File: src/rtl/ycbcr_to_rgb565_pkg.sv
// Shared constants and helpers for the YCbCr -> RGB565 conversion path.
// Coefficients are BT.601 full-range values scaled by 256.
package ycbcr_pkg;

    localparam logic signed [17:0] COEF_R_CR  = 18'sd359;
    localparam logic signed [17:0] COEF_G_CB  = 18'sd88;
    localparam logic signed [17:0] COEF_G_CR  = 18'sd183;
    localparam logic signed [17:0] COEF_B_CB  = 18'sd454;
    localparam logic signed [8:0]  CHROMA_OFS = 9'sd128;
    localparam logic signed [19:0] ROUND      = 20'sd128;

    // Pixel and sync pipelines must stay the same length.
    localparam int PIPE_LAT = 32'sd4;

    // Truncate 8-bit components to 5/6/5 and pack as {R,G,B}.
    function automatic logic [15:0] pack_rgb565(input logic [7:0] r,
                                                input logic [7:0] g,
                                                input logic [7:0] b);
        logic [15:0] rf;
        logic [15:0] gf;
        logic [15:0] bf;
        rf = ({8'h00, r} >> 3'd3) << 4'd11;
        gf = ({8'h00, g} >> 3'd2) << 4'd5;
        bf = {8'h00, b} >> 3'd3;
        return rf | gf | bf;
    endfunction

    // Saturate a scaled-by-256 sum to an 8-bit component, never wrapping.
    function automatic logic [7:0] clamp8(input logic signed [19:0] s);
        logic [7:0] res;
        if (s < 20'sd0) begin
            res = 8'h00;
        end else if (s > 20'sd65535) begin
            res = 8'hFF;
        end else begin
            res = s[15:8];
        end
        return res;
    endfunction

endpackage

File: src/rtl/ycbcr_to_rgb565_if.sv
// Pixel stream bundle: YCbCr pixels with frame syncs in, RGB565 with
// delayed syncs out. The slave side is the converter.
// The per_img_mask signal exists only when MASK_OVERLAY_EN is defined.
interface ycbcr_to_rgb565_if;
    logic        per_frame_vsync;
    logic        per_frame_href;
    logic        per_frame_clken;
    logic [7:0]  per_img_Y;
    logic [7:0]  per_img_Cb;
    logic [7:0]  per_img_Cr;
`ifdef MASK_OVERLAY_EN
    logic        per_img_mask;
`endif
    logic        post_frame_vsync;
    logic        post_frame_href;
    logic        post_frame_clken;
    logic [15:0] post_img_rgb;

    modport master (
        output per_frame_vsync, per_frame_href, per_frame_clken,
        output per_img_Y, per_img_Cb, per_img_Cr,
`ifdef MASK_OVERLAY_EN
        output per_img_mask,
`endif
        input  post_frame_vsync, post_frame_href, post_frame_clken, post_img_rgb
    );

    modport slave (
        input  per_frame_vsync, per_frame_href, per_frame_clken,
        input  per_img_Y, per_img_Cb, per_img_Cr,
`ifdef MASK_OVERLAY_EN
        input  per_img_mask,
`endif
        output post_frame_vsync, post_frame_href, post_frame_clken, post_img_rgb
    );
endinterface

File: src/rtl/ycbcr_to_rgb565_sync_delay.sv
// Fixed-depth shift register for frame sync bits so they stay aligned
// with the pixel data pipeline. Cleared asynchronously to 0.
module sync_delay #(
    parameter int W     = 32'sd3,
    parameter int DEPTH = 32'sd4
) (
    input  logic         clk,
    input  logic         rst_n,
    input  logic [W-1:0] din,
    output logic [W-1:0] dout
);

    logic [W-1:0] sr_r [DEPTH];

    // Shift the sync bits one stage per clock; reset flushes all stages.
    always_ff @(posedge clk or negedge rst_n) begin
        if (!rst_n) begin
            for (int i = 32'sd0; i < DEPTH; i++) begin
                sr_r[i] <= '0;
            end
        end else begin
            sr_r[0] <= din;
            for (int i = 32'sd1; i < DEPTH; i++) begin
                sr_r[i] <= sr_r[i-1];
            end
        end
    end

    assign dout = sr_r[DEPTH-1];

endmodule

File: src/rtl/ycbcr_to_rgb565.sv
// Full-range BT.601 YCbCr (8/8/8) to RGB565 converter.
// Free-running 4-stage pipeline: offset removal, multiply, sum with
// rounding, clamp and pack. Syncs are delayed by the same 4 clocks.
// Optional build macro: MASK_OVERLAY_EN adds a per-pixel mask input that
// replaces the converted pixel with OVERLAY_COLOR.
module ycbcr_to_rgb565
    import ycbcr_pkg::*;
#(
    parameter logic [15:0] OVERLAY_COLOR = 16'hF800
) (
    input  logic              clk,
    input  logic              rst_n,
    ycbcr_to_rgb565_if.slave  pix
);

`ifdef MASK_OVERLAY_EN
    localparam int SYNC_W = 32'sd4;
`else
    localparam int SYNC_W = 32'sd3;
`endif

    // Stage 1: luma scaled by 256, chroma with offset removed
    logic [15:0]        s1_y256_r;
    logic signed [8:0]  s1_cb_r;
    logic signed [8:0]  s1_cr_r;
    // Stage 2: chroma products
    logic [15:0]        s2_y256_r;
    logic signed [17:0] s2_rc_r;
    logic signed [17:0] s2_gb_r;
    logic signed [17:0] s2_gc_r;
    logic signed [17:0] s2_bc_r;
    // Stage 3: rounded sums, still scaled by 256
    logic signed [19:0] s3_r_r;
    logic signed [19:0] s3_g_r;
    logic signed [19:0] s3_b_r;
    // Stage 4: packed pixel
    logic [15:0]        s4_rgb_r;

    logic signed [8:0]  cb_s;
    logic signed [8:0]  cr_s;
    logic signed [17:0] cb_ext_s;
    logic signed [17:0] cr_ext_s;
    logic signed [19:0] y_ext_s;
    logic signed [19:0] rc_ext_s;
    logic signed [19:0] gb_ext_s;
    logic signed [19:0] gc_ext_s;
    logic signed [19:0] bc_ext_s;
    logic [15:0]        rgb_s;

    logic [SYNC_W-1:0]  sync_in_s;
    logic [SYNC_W-1:0]  sync_out_s;
    logic               vsync_d_s;
    logic               href_d_s;
    logic               clken_d_s;
    logic               mask_d_s;

    // Sign-extend operands so every stage computes at its full signed width.
    always_comb begin
        cb_s     = $signed({1'b0, pix.per_img_Cb}) - CHROMA_OFS;
        cr_s     = $signed({1'b0, pix.per_img_Cr}) - CHROMA_OFS;
        cb_ext_s = $signed({{9{s1_cb_r[8]}}, s1_cb_r});
        cr_ext_s = $signed({{9{s1_cr_r[8]}}, s1_cr_r});
        y_ext_s  = $signed({4'h0, s2_y256_r});
        rc_ext_s = $signed({{2{s2_rc_r[17]}}, s2_rc_r});
        gb_ext_s = $signed({{2{s2_gb_r[17]}}, s2_gb_r});
        gc_ext_s = $signed({{2{s2_gc_r[17]}}, s2_gc_r});
        bc_ext_s = $signed({{2{s2_bc_r[17]}}, s2_bc_r});
    end

    // Stage 1: capture luma as Y*256 and centre the chroma around zero.
    always_ff @(posedge clk or negedge rst_n) begin
        if (!rst_n) begin
            s1_y256_r <= 16'h0000;
            s1_cb_r   <= 9'sd0;
            s1_cr_r   <= 9'sd0;
        end else begin
            s1_y256_r <= {pix.per_img_Y, 8'h00};
            s1_cb_r   <= cb_s;
            s1_cr_r   <= cr_s;
        end
    end

    // Stage 2: chroma contributions to each colour channel.
    always_ff @(posedge clk or negedge rst_n) begin
        if (!rst_n) begin
            s2_y256_r <= 16'h0000;
            s2_rc_r   <= 18'sd0;
            s2_gb_r   <= 18'sd0;
            s2_gc_r   <= 18'sd0;
            s2_bc_r   <= 18'sd0;
        end else begin
            s2_y256_r <= s1_y256_r;
            s2_rc_r   <= cr_ext_s * COEF_R_CR;
            s2_gb_r   <= cb_ext_s * COEF_G_CB;
            s2_gc_r   <= cr_ext_s * COEF_G_CR;
            s2_bc_r   <= cb_ext_s * COEF_B_CB;
        end
    end

    // Stage 3: channel sums with half-LSB rounding before the >>8.
    always_ff @(posedge clk or negedge rst_n) begin
        if (!rst_n) begin
            s3_r_r <= 20'sd0;
            s3_g_r <= 20'sd0;
            s3_b_r <= 20'sd0;
        end else begin
            s3_r_r <= y_ext_s + rc_ext_s + ROUND;
            s3_g_r <= y_ext_s - gb_ext_s - gc_ext_s + ROUND;
            s3_b_r <= y_ext_s + bc_ext_s + ROUND;
        end
    end

    // Stage 4: saturate each channel and pack to RGB565.
    always_ff @(posedge clk or negedge rst_n) begin
        if (!rst_n) begin
            s4_rgb_r <= 16'h0000;
        end else begin
            s4_rgb_r <= pack_rgb565(clamp8(s3_r_r), clamp8(s3_g_r), clamp8(s3_b_r));
        end
    end

`ifdef MASK_OVERLAY_EN
    assign sync_in_s = {pix.per_frame_vsync, pix.per_frame_href,
                        pix.per_frame_clken, pix.per_img_mask};
    assign {vsync_d_s, href_d_s, clken_d_s, mask_d_s} = sync_out_s;
`else
    assign sync_in_s = {pix.per_frame_vsync, pix.per_frame_href, pix.per_frame_clken};
    assign {vsync_d_s, href_d_s, clken_d_s} = sync_out_s;
    assign mask_d_s  = 1'b0;
`endif

    sync_delay #(
        .W     (SYNC_W),
        .DEPTH (PIPE_LAT)
    ) u_sync_delay (
        .clk   (clk),
        .rst_n (rst_n),
        .din   (sync_in_s),
        .dout  (sync_out_s)
    );

    // Blank outside active lines; masked active pixels take the overlay colour.
    always_comb begin
        if (!href_d_s) begin
            rgb_s = 16'h0000;
        end else if (mask_d_s) begin
            rgb_s = OVERLAY_COLOR;
        end else begin
            rgb_s = s4_rgb_r;
        end
    end

    assign pix.post_frame_vsync = vsync_d_s;
    assign pix.post_frame_href  = href_d_s;
    assign pix.post_frame_clken = clken_d_s;
    assign pix.post_img_rgb     = rgb_s;

endmodule

File: src/flat_wrapper.sv
// flat-port wrapper written by rule: the top's interface ports become plain ports
module ycbcr_to_rgb565_flat import ycbcr_pkg::*;
#(
    parameter logic [15:0] OVERLAY_COLOR = 16'hF800
)
  (clk, rst_n, pix_per_frame_vsync, pix_per_frame_href, pix_per_frame_clken, pix_per_img_Y, pix_per_img_Cb, pix_per_img_Cr, pix_post_frame_vsync, pix_post_frame_href, pix_post_frame_clken, pix_post_img_rgb);
  ycbcr_to_rgb565_if pix_i ();
  input  logic clk;
  input  logic rst_n;
  input wire logic [$bits(pix_i.per_frame_vsync)-1:0] pix_per_frame_vsync;
  input wire logic [$bits(pix_i.per_frame_href)-1:0] pix_per_frame_href;
  input wire logic [$bits(pix_i.per_frame_clken)-1:0] pix_per_frame_clken;
  input wire logic [$bits(pix_i.per_img_Y)-1:0] pix_per_img_Y;
  input wire logic [$bits(pix_i.per_img_Cb)-1:0] pix_per_img_Cb;
  input wire logic [$bits(pix_i.per_img_Cr)-1:0] pix_per_img_Cr;
  output wire logic [$bits(pix_i.post_frame_vsync)-1:0] pix_post_frame_vsync;
  output wire logic [$bits(pix_i.post_frame_href)-1:0] pix_post_frame_href;
  output wire logic [$bits(pix_i.post_frame_clken)-1:0] pix_post_frame_clken;
  output wire logic [$bits(pix_i.post_img_rgb)-1:0] pix_post_img_rgb;
  assign pix_i.per_frame_vsync = pix_per_frame_vsync;
  assign pix_i.per_frame_href = pix_per_frame_href;
  assign pix_i.per_frame_clken = pix_per_frame_clken;
  assign pix_i.per_img_Y = pix_per_img_Y;
  assign pix_i.per_img_Cb = pix_per_img_Cb;
  assign pix_i.per_img_Cr = pix_per_img_Cr;
  assign pix_post_frame_vsync = pix_i.post_frame_vsync;
  assign pix_post_frame_href = pix_i.post_frame_href;
  assign pix_post_frame_clken = pix_i.post_frame_clken;
  assign pix_post_img_rgb = pix_i.post_img_rgb;
  ycbcr_to_rgb565 #(.OVERLAY_COLOR(OVERLAY_COLOR)) u_core (.clk(clk), .rst_n(rst_n), .pix(pix_i));
endmodule
File: config.mk
export PLATFORM = sky130hd
export DESIGN_NAME = ycbcr_to_rgb565_flat
export DESIGN_NICKNAME = d
export VERILOG_FILES = /design/src/rtl/ycbcr_to_rgb565_pkg.sv /design/src/rtl/ycbcr_to_rgb565_if.sv /design/src/rtl/ycbcr_to_rgb565_sync_delay.sv /design/src/rtl/ycbcr_to_rgb565.sv /design/src/flat_wrapper.sv
export SDC_FILE = /design/constraint.sdc
export NUM_CORES = 1
export LEC_CHECK = 0
export CORE_MARGIN = 2
export CORE_UTILIZATION = 58
export CTS_BUF_LIST = sky130_fd_sc_hd__clkbuf_8
export CTS_CLUSTER_DIAMETER = 60
export DETAILED_ROUTE_END_ITERATION = 12
export PLACE_DENSITY_LB_ADDON = 0.08
export SETUP_SLACK_MARGIN = 0.15
export SLEW_MARGIN = 0
export SYNTH_ARGS = -nofsm -noshare
export SYNTH_HDL_FRONTEND = slang
export SYNTH_SLANG_ARGS = --single-unit
File: constraint.sdc
create_clock -name clk -period 6.12 [get_ports clk]
set_input_delay 0.918 -clock clk [delete_from_list [all_inputs] [get_ports clk]]
set_output_delay 0.918 -clock clk [all_outputs]
set_load 0.005 [all_outputs]
==> impl_metrics.csv <==
group,metric,value,unit
critical_path,crit_top_cell,"inv_1",
final_layout,layout.nets,1385,
timing,tns,0,ps
synth,synthCells,1039,
synth,synth_top_area_cell,"dfrtp_1",
final_layout,final_util,64.95,%
clock_tree,cts_inserted_buffers,17,
route,vias_per_cell,5.145,
timing,slew_violations,0,
synth,synth_nets,1323,
critical_path,worstSetupStartpointType,"flip-flop",
grt,grtUsageTotal,20.85,%
final_layout,insertedDiodeCount,0,
clock_tree,cts-htree-levels,4,
placed_design,place_ws,1296,ps
critical_path,crit_slowest_cell,"dfrtp_1",
timing,rsz0062_at_grt,"no",
grt,grt_pass1_vias,6858,
die,core_area,0.01858,mm²
synth,synth-main-ff-cell,"dfrtp_1",
timing,tightest_slew,782.4,ps
die,dieArea,0.01986,mm²
die,rows,50,
timing,finalCriticalPeriod,4864,ps
synth,synth_top_area_share,32.67,%
synth,ys_warn_count,0,
flow_run,max_cap_violations,0,
placed_design,gp_congestion,0.9423,
clock_tree,clk_latency,450,ps
clock_tree,ctsResizeCount,0,
run_status,status,"complete, no violations",
critical_path,worstSetupPathType,"flip-flop to flip-flop",
clock_tree,clk_path_buf_depth,2,
placed_design,portBuffers,47,
die,die_w,140.9,µm
synth,synth_edf_count,0,
min_path,worstHoldStart,"u_core.s1_y256_r[8]",
die,initial_core_util,58.54,%
critical_path,cpPeakStageDelay,580,ps
synth,synth_area_leaders,"dfrtp_1, ha_1, fa_1, inv_1, xnor2_1",
timing,fmax,0.2056,GHz
synth,async_reset_ff_share,100.0,%
clock_tree,cts_sinks,142,
final_layout,drive_above_1_share,4.043,%
timing,fin_crit_sh,79.47,%
grt,grt_start_max_net_pins,79,
clock_tree,cts.hold.buffers_added,0,
synth,seq_area_frac_synth,32.67,%
power,powerDensity,471.4,mW/mm²
critical_path,cp-end-kind,"flip-flop",
grt,grt_pass1_wl,32.71,mm
critical_path,path_cells,"inv_1 > ha_1 > inv_1 > fa_1 > inv_1 > fa_1 > inv_1 > fa_1 > ha_1 > ha_1 > a21o_1 > a21oi_1 > nor2b_1 > o21ai_0 > a21oi_1 > a41o_1 > o41ai_1 > xnor2_1",
min_path,min_path_cells,0,
synth,synth_seq_cells,142,
synth,syn_avg_cell_area,10.47,µm²
clock_tree,cts_root_buf,"clkbuf_8",
route,wl,18.68,mm
synth,netlist_area,0.01088,mm²
critical_path,critPathTopFamily,"adder cells",
critical_path,r2r-end,"u_core.s2_rc_r[17]",
placed_design,place_hpwl,15.35,mm
power,leakagePower,0.006127,µW
critical_path,crit_fanout,8,
timing,fin_skew,18.30,ps
final_layout,fillers,1529,
grt,overflow,0,
die,pin_count,48,
route,ant_nets,0,
route,drc,0,
route,drt_pass1_iterations,5,
route,wl_per_cell,13.87,µm
route,dr.first_iter.drc_count,334,
grt,antenna_found_initial,0,
critical_path,required,6490,ps
clock_tree,clk_pin_slew,90,ps
final_layout,register_area,0.003553,mm²
placed_design,place_area,0.01163,mm²
critical_path,r2r_slack,1260,ps
timing,fin_ws,1256,ps
power,ir_worst_vdd,0.2651,mV
final_layout,syn_to_final_growth,10.95,%
critical_path,worst-r2r-cell-count,18,
critical_path,critPathBufInv,4,
critical_path,arrival,5230,ps
min_path,hold_end,"u_core.s2_y256_r[8]",
min_path,hp-class,"flip-flop to flip-flop",
timing,setup_viol,0,
final_layout,multiInputGateArea,0.006588,mm²
clock_tree,cts_tree,"done",
route,vias,6930,
timing,slew_headroom,47.84,%
final_layout,design_area,0.01207,mm²
timing,hold_viol_final,0,
die,fp.dieH,140.9,µm
clock_tree,post-cts-setup-buffers,0,
synth,synth_cell_types,51,
critical_path,reg2reg_from,"u_core.s1_cr_r[1]",
synth_stat cells (14+ instances only):
library cell and instances:
a21o_1 15, nand2_1 22, nor2_1 74, xor2_1 31, ha_1 185, nand3_1 14, xnor2_1 71, nor3_1 14
o21ai_0 19, a21oi_1 41, fa_1 70, and2_1 20, inv_1 190, dfrtp_1 142
layout by cell type (no fill, tap or decap), drive strengths merged, types with 4 or more instances in the layout:
cell,count
a211o,5
a211oi,4
a21o,15
a21oi,42
and2,20
and3,10
clkbuf,19
clkdlybuf4s50,46
dfrtp,142
fa,70
ha,185
inv,196
mux2i,4
nand2,22
nand3,14
nand4,8
nor2,74
nor2b,13
nor3,14
o211ai,4
o21a,10
o21ai,20
o21bai,11
or2,5
or3,10
xnor2,71
xor2,31
area by class of cell:
type	count	share of cell area [%]
tap	234	2.426
multi-input combinational	701	54.59
sequential	142	29.45
clock buffer	19	2.167
timing repair buffer	49	4.033
inverter	190	5.910
clock inverter	12	1.431
power breakdown:
| part | total, µW | switching (µW) | internal, µW | leakage [µW] |
|---|---|---|---|---|
| combinational | 3470 | 1920 | 1550 | 0.00425 |
| sequential | 1400 | 128 | 1280 | 0.00166 |
| clock | 811 | 376 | 435 | 0.000218 |
cells by family after synthesis:
family,count (synthesis),synth area share [%]
fa+ha+maj,255,34.17
simple gates,199,8.973
buf+inv,196,6.764
flops,142,32.67
compound gates,141,8.847
xor+xnor,102,8.214
mux,4,0.3681
worst max-delay path by stage:
stage,cells after the start,end,from
CTS,18,u_core.s2_rc_r[17],u_core.s1_cr_r[1]
detailed placement,18,u_core.s2_rc_r[17],u_core.s1_cr_r[1]
finish,18,u_core.s2_rc_r[17],u_core.s1_cr_r[1]
floorplan,15,u_core.s2_rc_r[17],u_core.s1_cr_r[7]
global placement,18,u_core.s2_rc_r[17],u_core.s1_cr_r[1]
global route,18,u_core.s2_rc_r[17],u_core.s1_cr_r[1]
metrics by stage:
stage / total power [µW] / cells / hold WS, ps
detailed placement: 4889 / 1316 / 336.2
global placement: 4831 / 1316 / 331.5
floorplan: 4143 / 1039 / 331.2
finish: 5688 / 1347 / 342.3
CTS: 5726 / 1347 / 348.7
global route: 6309 / 1347 / 349.2
registers in the layout, indices dropped and copies added, names as in the netlist, 8 cells and up:
register / cells
u_core.s1_cr_r: 8
u_core.s3_r_r: 9
u_core.s2_gc_r: 16
u_core.s2_y256_r: 8
u_core.s2_gb_r: 14
u_core.s1_y256_r: 8
u_core.s4_rgb_r: 16
u_core.s2_rc_r: 13
u_core.s3_b_r: 9
u_core.s2_bc_r: 11
u_core.s3_g_r: 10
u_core.s1_cb_r: 8
u_core.u_sync_delay.sr_r: 9
metal layers:
layer  vias to the layer above  part of all wire [%]  global-route usage, %
met2                       106                    46                  33.66
met4                         0                   2.2                  6.211
met5                         -                     0                      0
met1                      3278                    49                  28.91
li1                       3525                     -                      -
met3                        21                   3.1                  4.042
Power figures use the tool's default switching activity.
